File: src/rtl/cell_test_sequencer_if.sv
// Vector stream into the cell test sequencer: one test vector per valid/ready handshake.
// Handshake: a vector transfers on a rising clk edge where vec_valid and vec_ready are both 1; the source holds fields stable while vec_valid is high.
interface cell_test_sequencer_if #(
  parameter int DATA_WIDTH = 8
);
  logic                      vec_valid;
  logic                      vec_ready;
  logic [DATA_WIDTH-1:0]     vec_inp;
  logic [DATA_WIDTH-1:0]     vec_par;
  logic [2*DATA_WIDTH-1:0]   vec_prop;
  logic [2*DATA_WIDTH-1:0]   vec_exp;

  modport master (
    output vec_valid, vec_inp, vec_par, vec_prop, vec_exp,
    input  vec_ready
  );

  modport slave (
    input  vec_valid, vec_inp, vec_par, vec_prop, vec_exp,
    output vec_ready
  );
endinterface

File: src/rtl/cell_test_sequencer.sv
// Self-test controller for one systolic array cell: fetches vectors, loads the parameter,
// drives the operands, waits the cell latency and scores the result.
module cell_test_sequencer #(
  parameter int DATA_WIDTH   = 8,
  parameter int NUM_VEC      = 8,
  parameter int CELL_LATENCY = 1,
  localparam int CW = $clog2(NUM_VEC + 1),
  localparam int IW = (NUM_VEC > 1) ? $clog2(NUM_VEC) : 1
) (
  input  logic                    clk,
  input  logic                    reset,
  input  logic                    start,
  input  logic                    abort,
  cell_test_sequencer_if.slave    vec,
  output logic                    cell_param_load,
  output logic [DATA_WIDTH-1:0]   cell_param,
  output logic [DATA_WIDTH-1:0]   cell_inp,
  output logic [2*DATA_WIDTH-1:0] cell_prop,
  input  logic [2*DATA_WIDTH-1:0] cell_out,
  output logic                    busy,
  output logic                    done,
  output logic [CW-1:0]           pass_cnt,
  output logic [CW-1:0]           fail_cnt,
  output logic [IW-1:0]           first_fail,
  output logic                    mismatch,
  output logic [2:0]              state_dbg
);

  localparam int WW = (CELL_LATENCY > 1) ? $clog2(CELL_LATENCY) : 1;

  typedef enum logic [2:0] {
    IDLE  = 3'd0,
    FETCH = 3'd1,
    LOAD  = 3'd2,
    APPLY = 3'd3,
    CHECK = 3'd4,
    DONE  = 3'd5
  } state_t;

  state_t state, state_next;

  logic [DATA_WIDTH-1:0]   inp_q;
  logic [DATA_WIDTH-1:0]   par_q;
  logic [2*DATA_WIDTH-1:0] prop_q;
  logic [2*DATA_WIDTH-1:0] exp_q;
  logic [WW-1:0]           wait_cnt;
  logic [IW-1:0]           vec_idx;
  logic [CW-1:0]           pass_q;
  logic [CW-1:0]           fail_q;
  logic [IW-1:0]           first_q;

  logic last_vec;
  logic start_run;
  logic result_ok;

  assign last_vec  = (vec_idx == IW'(NUM_VEC - 1));
  assign start_run = ((state == IDLE) || (state == DONE)) && start && !abort;
  assign result_ok = (cell_out == exp_q);

  // State register: abort outranks every transition, reset outranks abort.
  always_ff @(posedge clk or posedge reset) begin
    if (reset) begin
      state <= IDLE;
    end else if (abort) begin
      state <= IDLE;
    end else begin
      state <= state_next;
    end
  end

  always_comb begin
    state_next = state;
    case (state)
      IDLE:    if (start) state_next = FETCH;
      FETCH:   if (vec.vec_valid) state_next = LOAD;
      LOAD:    state_next = APPLY;
      APPLY:   if (wait_cnt == WW'(CELL_LATENCY - 1)) state_next = CHECK;
      CHECK:   state_next = last_vec ? DONE : FETCH;
      DONE:    if (start) state_next = FETCH;
      default: state_next = IDLE;
    endcase
  end

  always_comb begin
    vec.vec_ready   = 1'b0;
    cell_param_load = 1'b0;
    cell_inp        = '0;
    cell_prop       = '0;
    busy            = 1'b0;
    done            = 1'b0;
    mismatch        = 1'b0;
    case (state)
      FETCH: begin
        vec.vec_ready = 1'b1;
        busy          = 1'b1;
      end
      LOAD: begin
        cell_param_load = 1'b1;
        busy            = 1'b1;
      end
      APPLY: begin
        cell_inp  = inp_q;
        cell_prop = prop_q;
        busy      = 1'b1;
      end
      CHECK: begin
        cell_inp  = inp_q;
        cell_prop = prop_q;
        busy      = 1'b1;
        mismatch  = !result_ok && !abort;
      end
      DONE:    done = 1'b1;
      default: ;
    endcase
  end

  // par_q doubles as cell_param, so the parameter stays on the bus after LOAD.
  assign cell_param = par_q;
  assign pass_cnt   = pass_q;
  assign fail_cnt   = fail_q;
  assign first_fail = first_q;
  assign state_dbg  = state;

  always_ff @(posedge clk or posedge reset) begin
    if (reset) begin
      inp_q    <= '0;
      par_q    <= '0;
      prop_q   <= '0;
      exp_q    <= '0;
      wait_cnt <= '0;
      vec_idx  <= '0;
      pass_q   <= '0;
      fail_q   <= '0;
      first_q  <= '0;
    end else begin
      if ((state == FETCH) && vec.vec_valid) begin
        inp_q  <= vec.vec_inp;
        par_q  <= vec.vec_par;
        prop_q <= vec.vec_prop;
        exp_q  <= vec.vec_exp;
      end

      if (state == LOAD) begin
        wait_cnt <= '0;
      end else if (state == APPLY) begin
        wait_cnt <= wait_cnt + WW'(1);
      end

      if (start_run) begin
        pass_q  <= '0;
        fail_q  <= '0;
        first_q <= '0;
        vec_idx <= '0;
      end else if ((state == CHECK) && !abort) begin
        if (result_ok) begin
          pass_q <= pass_q + CW'(1);
        end else begin
          fail_q <= fail_q + CW'(1);
          if (fail_q == '0) first_q <= vec_idx;
        end
        if (!last_vec) vec_idx <= vec_idx + IW'(1);
      end
    end
  end

endmodule

File: src/flat_wrapper.sv
// flat-port wrapper written by rule: the top's interface ports become plain ports
module cell_test_sequencer_flat 
#(
  parameter int DATA_WIDTH   = 8,
  parameter int NUM_VEC      = 8,
  parameter int CELL_LATENCY = 1,
  localparam int CW = $clog2(NUM_VEC + 1),
  localparam int IW = (NUM_VEC > 1) ? $clog2(NUM_VEC) : 1
)
  (clk, reset, start, abort, cell_param_load, cell_param, cell_inp, cell_prop, cell_out, busy, done, pass_cnt, fail_cnt, first_fail, mismatch, state_dbg, vec_vec_valid, vec_vec_inp, vec_vec_par, vec_vec_prop, vec_vec_exp, vec_vec_ready);
  cell_test_sequencer_if #(.DATA_WIDTH(DATA_WIDTH)) vec_i ();
  input  logic clk;
  input  logic reset;
  input  logic start;
  input  logic abort;
  output logic cell_param_load;
  output logic [DATA_WIDTH-1:0] cell_param;
  output logic [DATA_WIDTH-1:0] cell_inp;
  output logic [2*DATA_WIDTH-1:0] cell_prop;
  input  logic [2*DATA_WIDTH-1:0] cell_out;
  output logic busy;
  output logic done;
  output logic [CW-1:0] pass_cnt;
  output logic [CW-1:0] fail_cnt;
  output logic [IW-1:0] first_fail;
  output logic mismatch;
  output logic [2:0] state_dbg;
  input wire logic [$bits(vec_i.vec_valid)-1:0] vec_vec_valid;
  input wire logic [$bits(vec_i.vec_inp)-1:0] vec_vec_inp;
  input wire logic [$bits(vec_i.vec_par)-1:0] vec_vec_par;
  input wire logic [$bits(vec_i.vec_prop)-1:0] vec_vec_prop;
  input wire logic [$bits(vec_i.vec_exp)-1:0] vec_vec_exp;
  output wire logic [$bits(vec_i.vec_ready)-1:0] vec_vec_ready;
  assign vec_i.vec_valid = vec_vec_valid;
  assign vec_i.vec_inp = vec_vec_inp;
  assign vec_i.vec_par = vec_vec_par;
  assign vec_i.vec_prop = vec_vec_prop;
  assign vec_i.vec_exp = vec_vec_exp;
  assign vec_vec_ready = vec_i.vec_ready;
  cell_test_sequencer #(.DATA_WIDTH(DATA_WIDTH), .NUM_VEC(NUM_VEC), .CELL_LATENCY(CELL_LATENCY)) u_core (.clk(clk), .reset(reset), .start(start), .abort(abort), .vec(vec_i), .cell_param_load(cell_param_load), .cell_param(cell_param), .cell_inp(cell_inp), .cell_prop(cell_prop), .cell_out(cell_out), .busy(busy), .done(done), .pass_cnt(pass_cnt), .fail_cnt(fail_cnt), .first_fail(first_fail), .mismatch(mismatch), .state_dbg(state_dbg));
endmodule
File: config.mk
export PLATFORM = sky130hd
export DESIGN_NAME = cell_test_sequencer_flat
export DESIGN_NICKNAME = d
export VERILOG_FILES = /design/src/rtl/cell_test_sequencer_if.sv /design/src/rtl/cell_test_sequencer.sv /design/src/flat_wrapper.sv
export SDC_FILE = /design/constraint.sdc
export NUM_CORES = 1
export LEC_CHECK = 0
export ABC_AREA = 1
export BUFFER_PORTS_ARGS = -buffer_cell sky130_fd_sc_hd__buf_2
export CAP_MARGIN = 20
export CELL_PAD_IN_SITES_DETAIL_PLACEMENT = 1
export CELL_PAD_IN_SITES_GLOBAL_PLACEMENT = 1
export CORE_MARGIN = 3
export CORE_UTILIZATION = 38
export CTS_CLUSTER_DIAMETER = 100
export DETAILED_ROUTE_END_ITERATION = 10
export PLACE_DENSITY = 0.84
export SLEW_MARGIN = 0
export SYNTH_ARGS = -nofsm -noshare
export SYNTH_HDL_FRONTEND = slang
export SYNTH_SLANG_ARGS = --single-unit
export TNS_END_PERCENT = 30
File: constraint.sdc
create_clock -name clk -period 3.9 [get_ports clk]
set_clock_uncertainty 0.1 [all_clocks]
set_input_delay 0.39 -clock clk [delete_from_list [all_inputs] [get_ports clk]]
set_output_delay 0.39 -clock clk [all_outputs]
set_load 0.02 [all_outputs]
# Word level (Yosys, flattened, before mapping)
# Index checks and enable logic that the tools add are counted.
# word_totals
input_bits	69
wordCells	76
ff_bits	66
# classes
eq_ne	12
n_reduce_logical	22
muxes	28
add_sub_neg	4
# ops
op	n
3-bit two-way mux	12
4-bit two-way mux	6
16-bit == test	1
16-bit two-way mux	1
3-bit one-hot mux with 5 select lines	1
3-bit == test (second input constant)	3
4-bit by 1-bit adder with 4-bit output (second input constant)	2
8-bit two-way mux	1
2-bit nonzero test	4
1-bit two-way mux	7
3-bit by 2-bit == test with 1-bit output (second input constant)	2
3-bit != test (second input constant)	2
2-bit AND reduction	3
3-bit AND reduction	2
1-bit logical AND	5
4-bit logical NOT	1
2-bit OR reduction	2
4-bit OR reduction	1
3-bit by 1-bit adder with 3-bit output (second input constant)	1
3-bit by 1-bit == test with 1-bit output (second input constant)	1
3-bit logical NOT	1
3-bit by 1-bit != test with 1-bit output (second input constant)	1
1-bit logical NOT	2
2-bit by 1-bit != test with 1-bit output (second input constant)	1
3 further kinds	3

# Longest topological paths before layout
# depth
ltp_word	6
ltp_mapped	11
ltp_nobuf	11

# Least setup slack after synthesis
# OpenSTA, ideal clock, no wires.
# synth_timing
path_kind	register to output
from	reg u_core.state[0] (netlist: u_core.state_dbg[0])
to	out cell_prop[10]
arrival_ps	1439
path_stages_with_launch	9
t_required_ps	3410
path_slack_ps	1971
cell_sequence	dfrtp_1 > inv_1 > nand2_1 > inv_1 > nand2_1 > inv_1 > nor2_4 > buf_2 > nor2_1
# synth_via
elab_chain_len	3
# synth_lines
element	line	rtl
from (decl)	cell_test_sequencer.sv:40	state_t state, state_next;
from (signal assigned)	cell_test_sequencer.sv:67	state <= state_next;
3-bit == test or 3-bit by 2-bit == test with 1-bit output (tied branches)	cell_test_sequencer.sv:92	case (state)
2-bit OR reduction (no source line) *	-	
16-bit two-way mux *	cell_test_sequencer.sv:92	
to (decl)	flat_wrapper.sv:19	output logic [2*DATA_WIDTH-1:0] cell_prop;
# Every way passes the cells marked *; elsewhere a longest branch is shown, timed or not.

# Worst setup path in the final report
# layout_timing
from	reg u_core.state[0] (netlist: u_core.state_dbg[0])
to	out cell_inp[7]
# layout_via
elab_chain_len	3
# layout_lines
element	line	rtl
3-bit == test or 3-bit by 2-bit == test with 1-bit output (tied branches)	cell_test_sequencer.sv:92	
2-bit OR reduction (no source line) *	-	
8-bit two-way mux *	cell_test_sequencer.sv:92	
to (decl)	flat_wrapper.sv:18	output logic [DATA_WIDTH-1:0] cell_inp;
# Marked as above.

==> metrics.md <==
| Metric | Value |
|---|---|
| Status | `complete, no violations` |
| Layout cells sized above 1 | `0.301` |
| First-pass GRT wire length | `15.2 mm` |
| Critical Path Sink Type | `output pin` |
| Vias in the first global route | `3268` |
| Initial antenna violation count | `0` |
| Die ar. | `10100 µm²` |
| Pre-CTS setup slack | `1.53 ns` |
| Grt total ovfl | `0` |
| Power Total | `3.23 mW` |
| DRC Markers | `0` |
| TNS Setup | `0 ns` |
| Core area | `8420 µm²` |
| CTS sink count | `66` |
| Synth area leaders | `dfrtp_1 49%, nand2_1 8.9%, nor2_1 8.9%` |
| R2R Setup Slk | `1.55 ns` |
| Unrepaired setup endpoints after global routing | `false` |
| Clock Pin Slew Worst Setup and Hold Paths | `0.08 ns` |
| Sw Share | `0.454` |
| WHS | `0.0431 ns` |
| FF+latch count, synth | `66` |
| Main combinational cell family by area after synthesis | `simple AND/OR/NAND/NOR gates` |
| Root Buffer | `clkbuf_8` |
| Post-Syn Area | `3380 µm²` |
| Via/cell ratio | `4.81` |
| YS warnings | `0` |
| Post-Route WL | `9.29 mm` |
| Clk_lat worst skew | `0.34 ns` |
| FF-to-FF Start | `u_core.state_dbg[0]$_DFFE_PP0P_` |
| Syn_nets | `491` |
| Sequential fraction of the synthesis area | `0.489` |
| PostCTS Resize Cnt | `0` |
| Area growth from synthesis to layout | `24.1%` |
| Final Hold Fails | `0` |
| Cell count after placement | `631` |
| DRT Pass-1 Iters | `4` |
| Final non-filler cell total | `647` |
| Cell variety after synth | `25` |
| Die H | `100 µm` |
| Final net count | `611` |
| Number of DRC markers in iteration 0 | `88` |
| DR vias | `3115` |
| Clk buf depth | `2` |
| Final HPWL DP | `7.15 mm` |
| Simple-Gate Fraction of Synth Area | `0.245` |
| Synth area leader | `dfrtp_1` |
| Worst Path Max Fanout | `25` |
| Synthesized instance count | `417` |
| Diodes inserted | `0` |
| Row count | `33` |
| Starting density of the core | `0.401` |
| Post-synth top area share | `0.489` |
| Setup slack after layout | `1.36 ns` |
| Final Cycle Share | `0.650` |
| Worst r2r path cells | `8` |
| Avg Cell Area, Syn | `8.11 µm²` |
| TritonCTS Buffers | `9` |
| F_max | `0.394 GHz` |
| Worst Path Required | `3.41 ns` |
| Min Tclk post-route | `2.54 ns` |
| PortBufs | `119` |
| Hold Buf Count CTS | `0` |
| Chip width | `100 µm` |
| VDD IR-drop max | `0.305 mV` |
| H-tree Lvls | `3` |
| Leakage | `2.54 nW` |
| P_sw | `1.47 mW` |
| Flop pwr share | `0.358` |
| Logic pwr share | `0.481` |
| Crit path DAT | `2.05 ns` |
| Max Slew Vio Count | `0` |
| Worst setup path category | `reg -> out` |
| Mux contribution to synthesized area | `0.0444` |
| Tightest Pin Transition | `0.816 ns` |
| Gpl congestion | `0.830` |
| TritonCTS clock tree | `built` |
| Post-route ant nets | `0` |
| Compound-cell area share of the yosys netlist | `0.0825` |
| Count of final setup violators | `0` |
| Worst Setup Start Kind | `register` |
| Endpoint of the worst register-to-register path | `u_core.exp_q[0]$_DFFE_PP0P_` |
| Post-Synth Adder-Cell Area | `0.0185` |
| Maxcap violations | `0` |
| Pint | `1.77 mW` |
| Average routed wire per standard cell | `14.4 µm` |
| Number of top-level pins | `120` |
| Total track usage | `0.192` |
| Clock share of power | `0.161` |
| Pin count of the biggest net entering global routing | `50` |
| Post-CTS Setup Repair Bufs | `0` |
| Post-synthesis xor/xnor area fraction | `0.0104` |
| Pwr Density | `771 nW/µm²` |
| Hold/Removal Path Class | `in -> async` |
| Slew margin rel. | `0.454` |
==> layout by cell type (no fill, tap or decap), types with 2 or more instances in the layout <==
cell	Yosys	final
buf_4	0	2
nand4_1	6	6
inv_2	3	4
clkinv_4	0	2
nand2_2	5	5
nor3b_1	2	2
dfrtp_1	66	66
clkbuf_8	0	9
o21ai_2	2	2
nor2_1	80	80
a21oi_1	41	41
a31oi_1	3	3
nor2_4	2	2
inv_1	69	68
buf_2	5	119
o21ai_0	6	6
nand3_1	16	16
nand2_1	80	80
ha_1	5	5
clkinvlp_4	0	3
mux2_4	10	10
xor2_1	3	3
==> cell usage after synthesis, drive strengths merged <==
cell type  number
nand2          85
nor2           83
inv            72
dfrtp          66
a21oi          41
nand3          18
buf            12
mux2           10
o21ai           8
nand4           6
ha              5
a31oi           3
xor2            3
nor3b           2
nand3b          1
o31ai           1
xnor2           1
==> power groups by stage <==
stage	clock network, mW	logic (mW)	registers (mW)
2_1_floorplan	0	1.03	1.25
3_3_place_gp	0	1.50	1.15
3_5_place_dp	0	1.58	1.17
4_1_cts	0.531	1.59	1.16
5_1_grt	0.568	1.73	1.20
6_report	0.521	1.55	1.16
==> through the flow <==
| step | utilization | area, µm² |
|---|---|---|
| after floorplan | - | 3380 |
| after global placement | 0.477 | 4020 |
| after detailed placement | 0.477 | 4020 |
| after CTS | 0.498 | 4200 |
| after global routing | 0.498 | 4200 |
| final | 0.498 | 4200 |
==> state kept, by name, indices dropped and copies added (netlist names) <==
register           cells
u_core.prop_q         16
u_core.cell_param      8
u_core.pass_cnt        4
u_core.fail_cnt        4
u_core.wait_cnt        1
u_core.vec_idx         3
u_core.exp_q          16
u_core.first_fail      3
u_core.state_dbg       3
u_core.inp_q           8
==> area by class of cell <==
| cell class | count | area, µm² |
|---|---|---|
| Fill cell | 1073 | 4230 |
| Sequential cell | 66 | 1650 |
| Multi-Input combinational cell | 267 | 1360 |
| Timing Repair Buffer | 121 | 611 |
| Inverter | 72 | 270 |
| Tap cell | 105 | 131 |
| Clock buffer | 9 | 124 |
| Clock inverter | 7 | 53.8 |
==> how the worst max path moves through the flow <==
stage | start | endpoint
detailed placement | u_core.state_dbg[0]$_DFFE_PP0P_ | u_core.exp_q[0]$_DFFE_PP0P_
finish | u_core.state_dbg[0]$_DFFE_PP0P_ | cell_inp[7]
CTS | u_core.state_dbg[0]$_DFFE_PP0P_ | cell_inp[7]
floorplan | reset | u_core.cell_param[0]$_DFFE_PP0P_
global route | u_core.state_dbg[0]$_DFFE_PP0P_ | cell_prop[5]
global placement | u_core.state_dbg[0]$_DFFE_PP0P_ | u_core.inp_q[0]$_DFFE_PP0P_
==> cells by family after synthesis <==
kind of cell / count (synthesis)
buffers and inverters: 84
multiplexers: 10
flip-flops: 66
AND/OR/NAND/NOR: 195
adder cells (fa/ha/maj): 5
XOR/XNOR: 4
AO/OA/AOI/OAI: 53
==> per-layer routing <==
layer / vias up / GRT usage / part of all wire
met5: - / 0 / 0
met3: 23 / 0.0424 / 0.041
li1: 1523 / - / -
met4: 0 / 0.0777 / 0.027
met1: 1492 / 0.221 / 0.42
met2: 77 / 0.343 / 0.51
==> critical path, cell delays in order (launching register included) <==
cell and delay [ns]:
dfrtp_1 0.43, inv_1 0.11, nand2_1 0.10, inv_1 0.05, nand2_1 0.13, inv_1 0.11, nor2_4 0.46, nor2_1 0.12
buf_2 0.19
Power figures use the tool's default switching activity.
